`src/rtl/add16_err_stats_pkg.sv`:
```
// Shared types and helpers for the add16_err_stats error-statistics block.
package add16_err_stats_pkg;

    localparam int DEF_WIDTH = 16;
    localparam int DEF_CNT_W = 32;
    localparam int DEF_ACC_W = 48;
    localparam int SAT_W     = 128;

    typedef enum logic [1:0] {IDLE, RUN, DRAIN, DONE} state_e;

    // Unsigned add clamped to the all-ones value of a w-bit field (w <= SAT_W).
    function automatic logic [SAT_W-1:0] sat_add(input logic [SAT_W-1:0] x,
                                                 input logic [SAT_W-1:0] y,
                                                 input int w);
        logic [SAT_W:0]   s;
        logic [SAT_W-1:0] lim;
        s   = {1'b0, x} + {1'b0, y};
        lim = (w >= SAT_W) ? '1 : ((SAT_W'(1) << w) - SAT_W'(1));
        return (s > {1'b0, lim}) ? lim : s[SAT_W-1:0];
    endfunction

endpackage

```
`src/rtl/add16_err_stats_if.sv`:
```
// Sample stream from the adder under test: operands, its sum, valid/ready.
interface add16_err_stats_if #(parameter int WIDTH = 16);
    logic             in_valid;
    logic             in_ready;
    logic [WIDTH-1:0] a;
    logic [WIDTH-1:0] b;
    logic [WIDTH:0]   dut_sum;

    modport master (output in_valid, a, b, dut_sum, input in_ready);
    modport slave  (input in_valid, a, b, dut_sum, output in_ready);
endinterface

```
`src/rtl/add16_err_stats_core.sv`:
```
// Two-stage datapath: stage 1 registers the signed error, stage 2 accumulates statistics.
// Optional ADD16_ERR_STATS_SQERR_EN adds a saturating sum of squared errors.
module add16_err_stats_core
    import add16_err_stats_pkg::*;
#(
    parameter int WIDTH = DEF_WIDTH,
    parameter int CNT_W = DEF_CNT_W,
    parameter int ACC_W = DEF_ACC_W
) (
    input  logic               clk,
    input  logic               rst,
    input  logic               clr,
    input  logic               in_vld,
    input  logic [WIDTH-1:0]   a,
    input  logic [WIDTH-1:0]   b,
    input  logic [WIDTH:0]     dut_sum,
    output logic [CNT_W-1:0]   err_count,
    output logic [WIDTH:0]     max_abs_err,
    output logic [ACC_W-1:0]   sum_abs_err,
`ifdef ADD16_ERR_STATS_SQERR_EN
    output logic [2*ACC_W-1:0] sum_sq_err,
`endif
    output logic               pipe_empty
);

    logic                      s1_vld_q, s1_vld_d;
    logic signed [WIDTH+1:0]   err_q, err_d;
    logic                      err_nz_q, err_nz_d;
    logic [WIDTH:0]            exact;
    logic [WIDTH:0]            abs_err;
    logic [CNT_W-1:0]          err_count_q, err_count_d;
    logic [WIDTH:0]            max_q, max_d;
    logic [ACC_W-1:0]          sum_q, sum_d;
`ifdef ADD16_ERR_STATS_SQERR_EN
    logic signed [2*WIDTH+3:0] sq;
    logic [2*ACC_W-1:0]        sq_sum_q, sq_sum_d;
`endif

    always_comb begin
        exact    = {a[WIDTH-1], a} + {b[WIDTH-1], b};
        err_d    = err_q;
        err_nz_d = err_nz_q;
        s1_vld_d = in_vld && !clr;
        if (in_vld) begin
            err_d    = {dut_sum[WIDTH], dut_sum} - {exact[WIDTH], exact};
            err_nz_d = (dut_sum != exact);
        end
    end

    always_comb begin
        // |err| never exceeds 2^(WIDTH+1)-1, so dropping the top bit is lossless
        abs_err     = err_q[WIDTH+1] ? (WIDTH+1)'(-err_q) : err_q[WIDTH:0];
        err_count_d = err_count_q;
        max_d       = max_q;
        sum_d       = sum_q;
`ifdef ADD16_ERR_STATS_SQERR_EN
        sq          = err_q * err_q;
        sq_sum_d    = sq_sum_q;
`endif
        if (clr) begin
            err_count_d = '0;
            max_d       = '0;
            sum_d       = '0;
`ifdef ADD16_ERR_STATS_SQERR_EN
            sq_sum_d    = '0;
`endif
        end else if (s1_vld_q) begin
            err_count_d = CNT_W'(sat_add(SAT_W'(err_count_q), SAT_W'(err_nz_q), CNT_W));
            if (abs_err > max_q) max_d = abs_err;
            sum_d       = ACC_W'(sat_add(SAT_W'(sum_q), SAT_W'(abs_err), ACC_W));
`ifdef ADD16_ERR_STATS_SQERR_EN
            sq_sum_d    = (2*ACC_W)'(sat_add(SAT_W'(sq_sum_q), SAT_W'($unsigned(sq)), 2*ACC_W));
`endif
        end
    end

    always_ff @(posedge clk or posedge rst) begin
        if (rst) begin
            s1_vld_q    <= 1'b0;
            err_q       <= '0;
            err_nz_q    <= 1'b0;
            err_count_q <= '0;
            max_q       <= '0;
            sum_q       <= '0;
`ifdef ADD16_ERR_STATS_SQERR_EN
            sq_sum_q    <= '0;
`endif
        end else begin
            s1_vld_q    <= s1_vld_d;
            err_q       <= err_d;
            err_nz_q    <= err_nz_d;
            err_count_q <= err_count_d;
            max_q       <= max_d;
            sum_q       <= sum_d;
`ifdef ADD16_ERR_STATS_SQERR_EN
            sq_sum_q    <= sq_sum_d;
`endif
        end
    end

    assign err_count   = err_count_q;
    assign max_abs_err = max_q;
    assign sum_abs_err = sum_q;
`ifdef ADD16_ERR_STATS_SQERR_EN
    assign sum_sq_err  = sq_sum_q;
`endif
    // Stage 2 is the accumulator itself, so only stage 1 can hold pending work.
    assign pipe_empty  = !s1_vld_q;

endmodule

```
`src/rtl/add16_err_stats.sv`:
```
// Error-statistics collector for a 16-bit signed adder: run control FSM and handshake.
// Define ADD16_ERR_STATS_SQERR_EN to add the sum_sq_err output.
module add16_err_stats
    import add16_err_stats_pkg::*;
#(
    parameter int WIDTH = DEF_WIDTH,
    parameter int CNT_W = DEF_CNT_W,
    parameter int ACC_W = DEF_ACC_W
) (
    input  logic               clk,
    input  logic               rst,
    input  logic               start,
    input  logic [CNT_W-1:0]   num_samples,
    add16_err_stats_if.slave   s,
    output logic               busy,
    output logic               done,
    output logic [CNT_W-1:0]   sample_count,
    output logic [CNT_W-1:0]   err_count,
    output logic [WIDTH:0]     max_abs_err,
`ifdef ADD16_ERR_STATS_SQERR_EN
    output logic [ACC_W-1:0]   sum_abs_err,
    output logic [2*ACC_W-1:0] sum_sq_err
`else
    output logic [ACC_W-1:0]   sum_abs_err
`endif
);

    state_e           state_q, state_d;
    logic [CNT_W-1:0] n_q, n_d;
    logic [CNT_W-1:0] cnt_q, cnt_d;
    logic             clr;
    logic             ready;
    logic             accept;
    logic             pipe_empty;

    always_comb begin
        state_d = state_q;
        n_d     = n_q;
        cnt_d   = cnt_q;
        clr     = 1'b0;
        ready   = 1'b0;
        accept  = 1'b0;
        unique case (state_q)
            IDLE, DONE: begin
                if (start) begin
                    n_d     = num_samples;
                    cnt_d   = '0;
                    clr     = 1'b1;
                    state_d = (num_samples == '0) ? DONE : RUN;
                end
            end
            RUN: begin
                ready  = (cnt_q < n_q);
                accept = ready && s.in_valid;
                if (accept) begin
                    cnt_d = CNT_W'(sat_add(SAT_W'(cnt_q), SAT_W'(1), CNT_W));
                    if (cnt_d == n_q) state_d = DRAIN;
                end
            end
            DRAIN: begin
                if (pipe_empty) state_d = DONE;
            end
            default: state_d = IDLE;
        endcase
    end

    always_ff @(posedge clk or posedge rst) begin
        if (rst) begin
            state_q <= IDLE;
            n_q     <= '0;
            cnt_q   <= '0;
        end else begin
            state_q <= state_d;
            n_q     <= n_d;
            cnt_q   <= cnt_d;
        end
    end

    assign s.in_ready   = ready;
    assign busy         = (state_q == RUN) || (state_q == DRAIN);
    assign done         = (state_q == DONE);
    assign sample_count = cnt_q;

    add16_err_stats_core #(.WIDTH(WIDTH), .CNT_W(CNT_W), .ACC_W(ACC_W)) u_core (
        .clk         (clk),
        .rst         (rst),
        .clr         (clr),
        .in_vld      (accept),
        .a           (s.a),
        .b           (s.b),
        .dut_sum     (s.dut_sum),
        .err_count   (err_count),
        .max_abs_err (max_abs_err),
        .sum_abs_err (sum_abs_err),
`ifdef ADD16_ERR_STATS_SQERR_EN
        .sum_sq_err  (sum_sq_err),
`endif
        .pipe_empty  (pipe_empty)
    );

endmodule

```
`src/flat_wrapper.sv`:
```
// flat-port wrapper written by rule: the top's interface ports become plain ports
module add16_err_stats_flat import add16_err_stats_pkg::*;
#(
    parameter int WIDTH = DEF_WIDTH,
    parameter int CNT_W = DEF_CNT_W,
    parameter int ACC_W = DEF_ACC_W
)
  (clk, rst, start, num_samples, busy, done, sample_count, err_count, max_abs_err, sum_abs_err, s_in_valid, s_a, s_b, s_dut_sum, s_in_ready);
  add16_err_stats_if #(.WIDTH(WIDTH)) s_i ();
  input  logic clk;
  input  logic rst;
  input  logic start;
  input  logic [CNT_W-1:0] num_samples;
  output logic busy;
  output logic done;
  output logic [CNT_W-1:0] sample_count;
  output logic [CNT_W-1:0] err_count;
  output logic [WIDTH:0] max_abs_err;
  output logic [ACC_W-1:0] sum_abs_err;
  input wire logic [$bits(s_i.in_valid)-1:0] s_in_valid;
  input wire logic [$bits(s_i.a)-1:0] s_a;
  input wire logic [$bits(s_i.b)-1:0] s_b;
  input wire logic [$bits(s_i.dut_sum)-1:0] s_dut_sum;
  output wire logic [$bits(s_i.in_ready)-1:0] s_in_ready;
  assign s_i.in_valid = s_in_valid;
  assign s_i.a = s_a;
  assign s_i.b = s_b;
  assign s_i.dut_sum = s_dut_sum;
  assign s_in_ready = s_i.in_ready;
  add16_err_stats #(.WIDTH(WIDTH), .CNT_W(CNT_W), .ACC_W(ACC_W)) u_core (.clk(clk), .rst(rst), .start(start), .num_samples(num_samples), .s(s_i), .busy(busy), .done(done), .sample_count(sample_count), .err_count(err_count), .max_abs_err(max_abs_err), .sum_abs_err(sum_abs_err));
endmodule
```
`config.mk`:
```
export PLATFORM = sky130hd
export DESIGN_NAME = add16_err_stats_flat
export DESIGN_NICKNAME = d
export VERILOG_FILES = /design/src/rtl/add16_err_stats_pkg.sv /design/src/rtl/add16_err_stats_if.sv /design/src/rtl/add16_err_stats_core.sv /design/src/rtl/add16_err_stats.sv /design/src/flat_wrapper.sv
export SDC_FILE = /design/constraint.sdc
export NUM_CORES = 1
export LEC_CHECK = 0
export BUFFER_PORTS_ARGS = -buffer_cell sky130_fd_sc_hd__buf_2
export CAP_MARGIN = 20
export CORE_MARGIN = 1.5
export CORE_UTILIZATION = 40
export DETAILED_ROUTE_END_ITERATION = 10
export PLACE_DENSITY = 0.63
export SYNTH_ARGS = -nofsm -noshare
export SYNTH_HDL_FRONTEND = slang
export SYNTH_SLANG_ARGS = --single-unit
```
`constraint.sdc`:
```
create_clock -name clk -period 7.1 [get_ports clk]
set_input_delay 0.355 -clock clk [delete_from_list [all_inputs] [get_ports clk]]
set_output_delay 0.355 -clock clk [all_outputs]
set_load 0.01 [all_outputs]
```
==> results.toml, run 1 <==
[outcome]
status = "finished clean"

[power_and_ir_drop]
peakVddDrop_mv = 0.230
pwr-share-comb_pct = 51.4
p_sw_share_pct = 45.1
p_total_mw = 5.28
powerDensity_nw_per_um2 = 331
p_switching_mw = 2.38
clkPwrFrac_pct = 19.7
p_leak_nw = 7.39
internal-power_mw = 2.90
p_seq_share_pct = 28.9

[grt]
grtUsageTotal_pct = 24.4
grt_pass1_wl_um = 69400
grt_overflow = 0
grt_max_degree = 112
antenna_found_initial = 2
grt_pass1_vias = 12700

[floorplanning]
start_util_pct = 40.4
dieWidth_um = 189
dieHeight_um = 189
die_area_um2 = 35800
coreArea_um2 = 34400
rows = 68
ios = 217

[sta]
relSlewSlack_pct = 34.3
worst_pin_slew_ns = 0.983
hold_viol = 0
setup_viol = 0
rsz0062_at_grt = "no"
setup-tns-final_ns = 0
fin_hold_ws_ns = 0.0636
finalClockSkew_ns = 0.0133
fmax_mhz = 213
finalCritPeriodShare_pct = 66.1
slew_viol_final = 0
min_period_ns = 4.69

[place]
dp_hpwl_um = 32500
numPortBuffers = 216
dp.cells = 2250
gp_congestion = 0.951

[synth]
async_reset_ff_share_pct = 100
yosys-top-cells-count = "dfrtp_1 (183), nand2_1 (165), o21ai_0 (140)"
synth_area_leaders = "dfrtp_1 (33%), ha_1 (9.8%), o21ai_0 (5.0%)"
synth-seq-cells = 183
syn_avg_cell_area_um2 = 8.41
synthAdderAreaFrac_pct = 10.3
seq_area_frac_synth_pct = 33.0
muxShareOfSynthArea_pct = 1.70
yosys.area_share.simple_pct = 21.3
synth_edf_count = 0
ys_types = 78
synth_compound_area_share_pct = 22.1
synth_top_family_by_area = "compound AO/OA/AOI/OAI gates"
synth_most_common_cell = "dfrtp_1"
synth_xor_area_share_pct = 6.67
synth_area_um2 = 13900
synth_fp_nets = 1847
postSynthCellCount = 1650
synthFlopType = "dfrtp_1"
synth.top_cell.area_share_pct = 33.0
synth_top_area_cell = "dfrtp_1"
yosys_warnings = 0

[clock_network]
cts_buffer_depth = 2
cts.hold.buffers_added = 0
post_cts_buffers = 0
htreeDepth = 4
cts_tree = "yes"
clk_pin_slew_ns = 0.08
clock_latency_ns = 0.45
cts-root-buf = "clkbuf_16"
cts_resized = 0
cts_buffers = 17
clock_sinks = 183

[worst_setup_path]
reg2reg_to = "u_core.state_q[1]"
worstSetupPathType = "reg -> reg"
critPathLaunchType = "register"
crit_required_ns = 7.45
reg2reg_slack_ns = 2.41
critical_path_peak_fanout = 24
rr_worst_depth = 11
endpoint_kind = "register"
crit_arrival_ns = 5.04
r2r_start = "u_core.sample_count[0]"

[cells_and_area]
final_nets = 2012
drive_gt1_share_pct = 16.5
syn_to_final_growth_pct = 14.8
stdcell_count = 2285
fillers = 3403

[routing]
ant_nets = 0
wire_per_inst_um = 19.1
dr.first_iter.drc_count = 1044
drc = 0
totalWireLength_um = 43600
routed-via-count = 13200
drtPass1Iterations = 5
viasPerCell = 5.80

[min_path]
hold_class = "in -> async"

[run]
maxCapViolCount = 0
worst max-delay path, stage by stage (launching register included):
cell and delay, ns:
dfrtp_1 0.55, ha_1 0.30, nand3_1 0.48, nor3_2 0.54
o21ai_0 0.17, a32oi_1 0.36, nor4_2 0.11, nand4_1 0.16
and2_1 0.72, o2111ai_1 0.29, or4b_1 0.61, a311oi_1 0.29
final cells by class:
type | instances | area [µm²] | area share, %
multi-input cells | 1291 | 8620 | 54.1
flip-flops and latches | 183 | 4580 | 28.8
repair buffers | 225 | 1170 | 7.34
well taps | 455 | 569 | 3.57
clock buffers | 18 | 429 | 2.69
inverters | 97 | 372 | 2.33
clock inverters | 14 | 185 | 1.16
diodes | 2 | 5.00 | 0.0314
kinds of logic after synthesis:
kind of cell	after synthesis
AOI/OAI and AO/OA	493
xor gates and xnor gates	101
adders and majority gates	112
buffers and inverters	176
DFF	183
muxes	23
and+or+nand+nor	562
power by group through the flow:
stage               Sequential [mW]  Combinational, mW  Clock, mW
floorplan                      1.49               2.00          0
global placement               1.54               2.64          0
detailed placement             1.54               2.69          0
CTS                            1.52               2.72       1.06
global route                   1.56               3.06       1.10
finish                         1.53               2.72       1.04
sequential cells by signal, summed over array words and instances (netlist names):
signal,count
u_core.u_core.err_nz_q,1
u_core.u_core.s1_vld_q,1
u_core.u_core.max_abs_err,17
u_core.sample_count,32
u_core.u_core.sum_abs_err,48
u_core.u_core.err_q,18
u_core.n_q,32
u_core.u_core.err_count,32
u_core.state_q,2
cell usage in the layout (no fill, tap or decap), drive strengths merged, types with 7 or more instances in the layout:
master,netlist,layout
nand2b,11,11
o21ai,143,143
and2,18,18
a311oi,21,21
a21o,27,27
nand2,167,167
nor2b,8,8
nand4,35,35
o31ai,13,13
nor2,102,102
nand3,57,57
ha,109,109
a211oi,29,29
nor3,49,49
a41oi,7,7
o21bai,8,8
nor4,25,25
or2,11,11
a21boi,7,7
xnor2,72,72
o21a,12,12
mux2i,18,18
and3,38,38
or3,10,10
clkbuf,57,18
dfrtp,183,183
a21oi,128,128
inv,97,104
and4,14,14
xor2,26,26
a31oi,44,44
buf,22,225
through the flow:
| step | utilization, % | setup WS (ns) | area, µm² |
|---|---|---|---|
| 2_1_floorplan | - | 1.77 | 13900 |
| 4_1_cts | 46.3 | 2.35 | 15900 |
| 6_report | 46.3 | 2.41 | 15900 |
| 3_5_place_dp | 44.5 | 2.38 | 15300 |
| 3_3_place_gp | 44.4 | 2.45 | 15300 |
| 5_1_grt | 46.3 | 2.09 | 15900 |
metal layers:
layer	global-route usage (%)	share of wire (%)	wire [µm]	vias to the layer above
met5	0	0	0	-
met4	6.53	1.9	815	0
met3	5.08	6.7	2940	55
met2	42.4	50	21700	464
met1	30.7	42	18200	6347
li1	-	-	-	6381
worst max-delay path by stage:
stage / end / slack (ns) / cells after the start / start
4_1_cts: u_core.u_core.sum_abs_err[26] / 2.35 / 16 / u_core.u_core.err_q[0]
6_report: u_core.state_q[1] / 2.41 / 11 / u_core.sample_count[0]
5_1_grt: u_core.state_q[1] / 2.09 / 11 / u_core.sample_count[0]
3_3_place_gp: u_core.u_core.sum_abs_err[26] / 2.45 / 14 / u_core.u_core.err_q[0]
2_1_floorplan: u_core.n_q[0] / 1.77 / 1 / rst
3_5_place_dp: u_core.u_core.sum_abs_err[24] / 2.38 / 14 / u_core.u_core.err_q[0]
Note: power is estimated with default switching activity, not from simulation.
==> inputs of run 2 (changes only) <==
==> constraint.sdc (replaced) <==
create_clock -name clk -period 4.5 [get_ports clk]
set_input_delay 0.225 -clock clk [delete_from_list [all_inputs] [get_ports clk]]
set_output_delay 0.225 -clock clk [all_outputs]
set_load 0.01 [all_outputs]
==> run 2 against run 1 <==
Sequential power grew 56%. Power grew 59%. Wire length grew 0.88%. Critical path depth grew 6. Combinational power grew 62%. Setup slack lost 2.2 ns. Global-route usage is essentially flat.
==> results.toml, run 2 (synthesis gave the netlist of run 1 again) <==
[min_path]
hold_class = "in -> reg"

[worst_setup_path]
crit_arrival_ns = 4.63
worstSetupPathType = "reg -> reg"
endpoint_kind = "register"
critical_path_peak_fanout = 6
critPathLaunchType = "register"
crit_required_ns = 4.85

[sta]
setup_viol = 0
worst_pin_slew_ns = 0.898
fmax_mhz = 234
slew_viol_final = 0
setup-tns-final_ns = 0
rsz0062_at_grt = "no"
hold_viol = 0
relSlewSlack_pct = 40.0
finalCritPeriodShare_pct = 95.1
fin_ws_ns = 0.220
min_period_ns = 4.28
finalClockSkew_ns = 0.0198

[place]
dp_hpwl_um = 33100
dp_slack_ns = 0.166
numPortBuffers = 216
gp_congestion = 0.907

[grt]
antenna_found_initial = 3
grt_pass1_vias = 12900
grtUsageTotal_pct = 24.4
grt_pass1_wl_um = 69300
grt_overflow = 0
grt_max_degree = 113

[floorplanning]
start_util_pct = 40.4
coreArea_um2 = 34400
die_area_um2 = 35800
dieWidth_um = 189
rows = 68
ios = 217
dieHeight_um = 189

[routing]
routed-via-count = 13500
drc = 0
ant_nets = 0
totalWireLength_um = 44000
drtPass1Iterations = 6
viasPerCell = 5.77
dr.first_iter.drc_count = 1022
wire_per_inst_um = 18.9

[cells_and_area]
final_common_cell = "buf_2"
layout_common_cells = "buf_2 (216), dfrtp_1 (182), nand2_1 (165), o21ai_0 (139), a21oi_1 (127)"
final_nets = 2060
fillers = 3406
largest_reg_flops = 48
syn_to_final_growth_pct = 17.5
drive_gt1_share_pct = 18.4

[clock_network]
htreeDepth = 4
cts_tree = "yes"
cts_buffers = 17
clock_sinks = 183
clock_latency_ns = 0.45
cts_buffer_depth = 2
cts-root-buf = "clkbuf_16"
clk_pin_slew_ns = 0.08

[power_and_ir_drop]
p_leak_nw = 7.61
powerDensity_nw_per_um2 = 514
peakVddDrop_mv = 0.376

[run]
maxCapViolCount = 0

[outcome]
status = "finished clean"
-- run 2: cell count changes in the layout (fill, tap and decap cells not counted), sizes merged --
cell and delta:
buf +41, clkinv +1, diode +1, inv +1, bufinv -2, dlygate4sd3 +7
-- run 2: path summary, 6_finish.rpt --
path / startpoint / end / slack (ns) / cells after the start
setup / recovery: u_core.u_core.err_q[0] / u_core.u_core.sum_abs_err[47] / 0.22 / 17
hold / removal: num_samples[19] / u_core.n_q[19] / 0.02 / 3
setup reg to reg: u_core.u_core.err_q[0] / u_core.u_core.sum_abs_err[47] / 0.22 / 17
hold reg to reg: u_core.u_core.sum_abs_err[44] / u_core.u_core.sum_abs_err[44] / 0.51 / 1
max in group asynchronous: rst / u_core.u_core.sum_abs_err[10] / 2.91 / 4
min in group asynchronous: rst / u_core.u_core.err_count[31] / 0.49 / 3
-- run 2: area by class of cell --
| class | instances | area [µm²] | area share (%) |
|---|---|---|---|
| multi-input cells | 1291 | 8630 | 52.9 |
| flip-flops and latches | 183 | 4580 | 28.1 |
| repair buffers | 273 | 1560 | 9.56 |
| well taps | 455 | 569 | 3.49 |
| clock buffers | 18 | 439 | 2.69 |
| inverters | 97 | 368 | 2.26 |
| clock inverters | 14 | 154 | 0.944 |
| diodes | 3 | 7.51 | 0.0460 |
-- run 2: where the power goes --
part           internal, mW  total [mW]  switching, mW  leakage, nW
combinational          1.76        4.41           2.65         4.88
sequential             2.01        2.39          0.386         2.44
clock                 0.806        1.58          0.770        0.291
total                  4.58        8.38           3.81         7.61
-- run 2: what timing repair did --
action,in CTS,in global routing
hold endpoints to repair,40,0
gates resized for setup,0,4
hold buffers,7,0
setup buffers,0,0
setup endpoints to repair,0,18
-- run 2: worst max-delay path, stage by stage (launching register included) --
cell,delay (ns)
dfrtp_1,0.45
inv_1,0.12
ha_1,0.18
nand2_1,0.07
or3_1,0.36
o31ai_1,0.25
xnor2_1,0.20
ha_2,0.43
a21oi_1,0.11
o21bai_1,0.14
a21oi_1,0.11
o21a_1,0.13
or4_1,0.55
a31o_2,0.29
nor3_1,0.27
buf_4,0.19
a21oi_1,0.06
a311oi_1,0.27
-- run 2: metrics by stage --
step	cells	hold WS, ns	utilization (%)	instance area, µm²	total power, mW
after floorplan	1650	0.330	-	13900	5.50
after global placement	2291	0.434	45.4	15600	6.65
after detailed placement	2291	0.450	45.4	15600	6.75
after CTS	2330	0.000136	47.3	16300	8.36
after global routing	2334	0.0135	47.4	16300	9.01
final	2334	0.0171	47.4	16300	8.38
-- run 2: routing by layer --
| metal | GRT usage [%] | wire length (µm) |
|---|---|---|
| met5 | 0 | 0 |
| met1 | 30.4 | 18500 |
| met3 | 4.76 | 2700 |
| met2 | 42.2 | 21500 |
| met4 | 8.39 | 1270 |
==> inputs of run 3 (changes only) <==
--- a/config.mk
+++ b/config.mk
@@ -8,9 +8,10 @@
 export BUFFER_PORTS_ARGS = -buffer_cell sky130_fd_sc_hd__buf_2
 export CAP_MARGIN = 20
 export CORE_MARGIN = 1.5
-export CORE_UTILIZATION = 40
+export CORE_UTILIZATION = 59
 export DETAILED_ROUTE_END_ITERATION = 10
-export PLACE_DENSITY = 0.63
+export PLACE_DENSITY = 0.86
+export SKIP_CTS_REPAIR_TIMING = 1
 export SYNTH_ARGS = -nofsm -noshare
 export SYNTH_HDL_FRONTEND = slang
 export SYNTH_SLANG_ARGS = --single-unit
==> run 3 against run 2 <==
Sequential cell count unchanged. Utilization up 23 points. Die area down 32%. Power up 0.10%. Non-clock buffer count down 14. Via count up 2.9%. Cell count down 6.7%. Sequential power about the same. Combinational power up 0.9%. Clock power about the same. Critical endpoint is now u_core.u_core.sum_abs_err[33]. Largest cell class unchanged.
==> results.toml, run 3 (synthesis gave the netlist of run 1 again) <==
[cells_and_area]
drive_gt1_share_pct = 18.2
ff_latch_area_um2 = 4580
fillers = 1806
largest_reg_flops = 48
final_nets = 2046
final_common_cell = "buf_2"
stdcell_count = 2177
syn_to_final_growth_pct = 15.7
layout_common_cells = "buf_2 (216), dfrtp_1 (182), nand2_1 (165), o21ai_0 (139), a21oi_1 (127)"
multi_input_area_um2 = 8640

[clock_network]
clock_latency_ns = 0.45
clk_pin_slew_ns = 0.08
cts_tree = "yes"
clock_sinks = 183
htreeDepth = 4
cts-root-buf = "clkbuf_16"
cts_buffers = 17
cts_buffer_depth = 2

[grt]
grt_max_degree = 116
grt_pass1_wl_um = 65500
grtUsageTotal_pct = 33.4
grt_pass1_vias = 13000
grt_overflow = 0
antenna_found_initial = 2

[min_path]
hold_class = "in -> reg"

[worst_setup_path]
critPathLaunchType = "register"
cp_common_cell = "a21oi_1"
cp_slowest_cell = "or4_1"
cp_slowest_stage_delay_ns = 0.57
critical_path_peak_fanout = 7
crit_arrival_ns = 4.51
endpoint_kind = "register"
crit_buf_inv = 2
worstSetupPathType = "reg -> reg"
crit_required_ns = 4.84
cp_top_family = "compound AO/OA/AOI/OAI gates"
path_cells = "inv_1, ha_1, nand2_1, or3_1, o31ai_1, xnor2_1, ha_1, a21oi_1, o21bai_1, a21oi_1, o21a_1, or4_1, a31o_2, nor3_1, buf_4, a21oi_1, a311oi_1"

[routing]
viasPerCell = 6.36
totalWireLength_um = 40800
wire_per_inst_um = 18.7
dr.first_iter.drc_count = 1308
ant_nets = 0
drc = 0
routed-via-count = 13900
drtPass1Iterations = 6

[place]
numPortBuffers = 216
dp.cells = 2140
gp_congestion = 0.996
dp_hpwl_um = 30300

[sta]
hold_viol = 0
slew_viol_final = 0
fmax_mhz = 240
finalClockSkew_ns = 0.0223
relSlewSlack_pct = 50.9
min_period_ns = 4.17
setup_viol = 0
worst_pin_slew_ns = 0.735
finalCritPeriodShare_pct = 92.6
rsz0062_at_grt = "yes"

[floorplanning]
die_area_um2 = 24500
start_util_pct = 60.8
coreArea_um2 = 22800
ios = 217
dieWidth_um = 156
dieHeight_um = 156
rows = 55

[power_and_ir_drop]
p_leak_nw = 7.57
peakVddDrop_mv = 0.311
p_total_mw = 8.39
powerDensity_nw_per_um2 = 522

[outcome]
status = "finished clean"

[run]
maxCapViolCount = 0
-- run 3: changes by cell type in the layout (fill, tap and decap cells not counted), moves of 2 or more --
| cell | previous run | this run |
|---|---|---|
| buf_4 | 48 | 39 |
| inv_6 | 6 | 4 |
| dlygate4sd3_1 | 7 | 1 |
| clkinv_8 | 1 | 5 |
-- run 3: worst paths after layout --
path                                          startpoint                            end  slack, ns  cells after the start
max                               u_core.u_core.err_q[0]  u_core.u_core.sum_abs_err[33]       0.33                     17
min in group asynchronous                            rst    u_core.u_core.err_count[11]       0.42                      4
min                                      num_samples[14]                 u_core.n_q[14]      0.003                      3
max in group asynchronous                            rst         u_core.u_core.s1_vld_q       3.34                      5
min reg2reg                u_core.u_core.sum_abs_err[44]  u_core.u_core.sum_abs_err[44]       0.51                      1
max reg2reg                       u_core.u_core.err_q[0]  u_core.u_core.sum_abs_err[33]       0.33                     17
-- run 3: stage by stage --
step	instance area [µm²]	TNS [ns]	hold WS (ns)	util, %	setup WS (ns)
2_1_floorplan	13900	0	0.330	-	0.630
3_3_place_gp	15400	0	0.434	67.2	0.172
3_5_place_dp	15400	0	0.453	67.2	0.0415
4_1_cts	16000	0	-0.00133	70.0	0.233
5_1_grt	16100	-0.0119	0.0134	70.3	-0.0119
6_report	16100	0	0.00330	70.3	0.332
-- run 3: per-layer routing --
metal	part of all wire, %	up-vias	global-route usage (%)
li1	-	6456	-
met1	40	6575	42.1
met2	48	685	55.9
met3	8.4	135	5.79
met4	4.2	0	15.6
met5	0	-	0
-- run 3: worst min-delay path, cell delays in order --
cell and delay [ns]:
buf_2 0.09, nand2_1 0.04, o21ai_0 0.06
-- run 3: power by group --
| part | total, mW | switching, mW | internal (mW) |
|---|---|---|---|
| logic | 4.45 | 2.69 | 1.76 |
| clock network | 1.59 | 0.777 | 0.810 |
| registers | 2.36 | 0.351 | 2.01 |
-- run 3: final cells by class --
cell class | count | share of cell area (%)
multi-input cells | 1291 | 53.8
inverters | 97 | 2.29
repair buffers | 259 | 9.04
flip-flops and latches | 183 | 28.5
well taps | 313 | 2.44
clock inverters | 15 | 1.25
diodes | 2 | 0.0312
clock buffers | 17 | 2.65
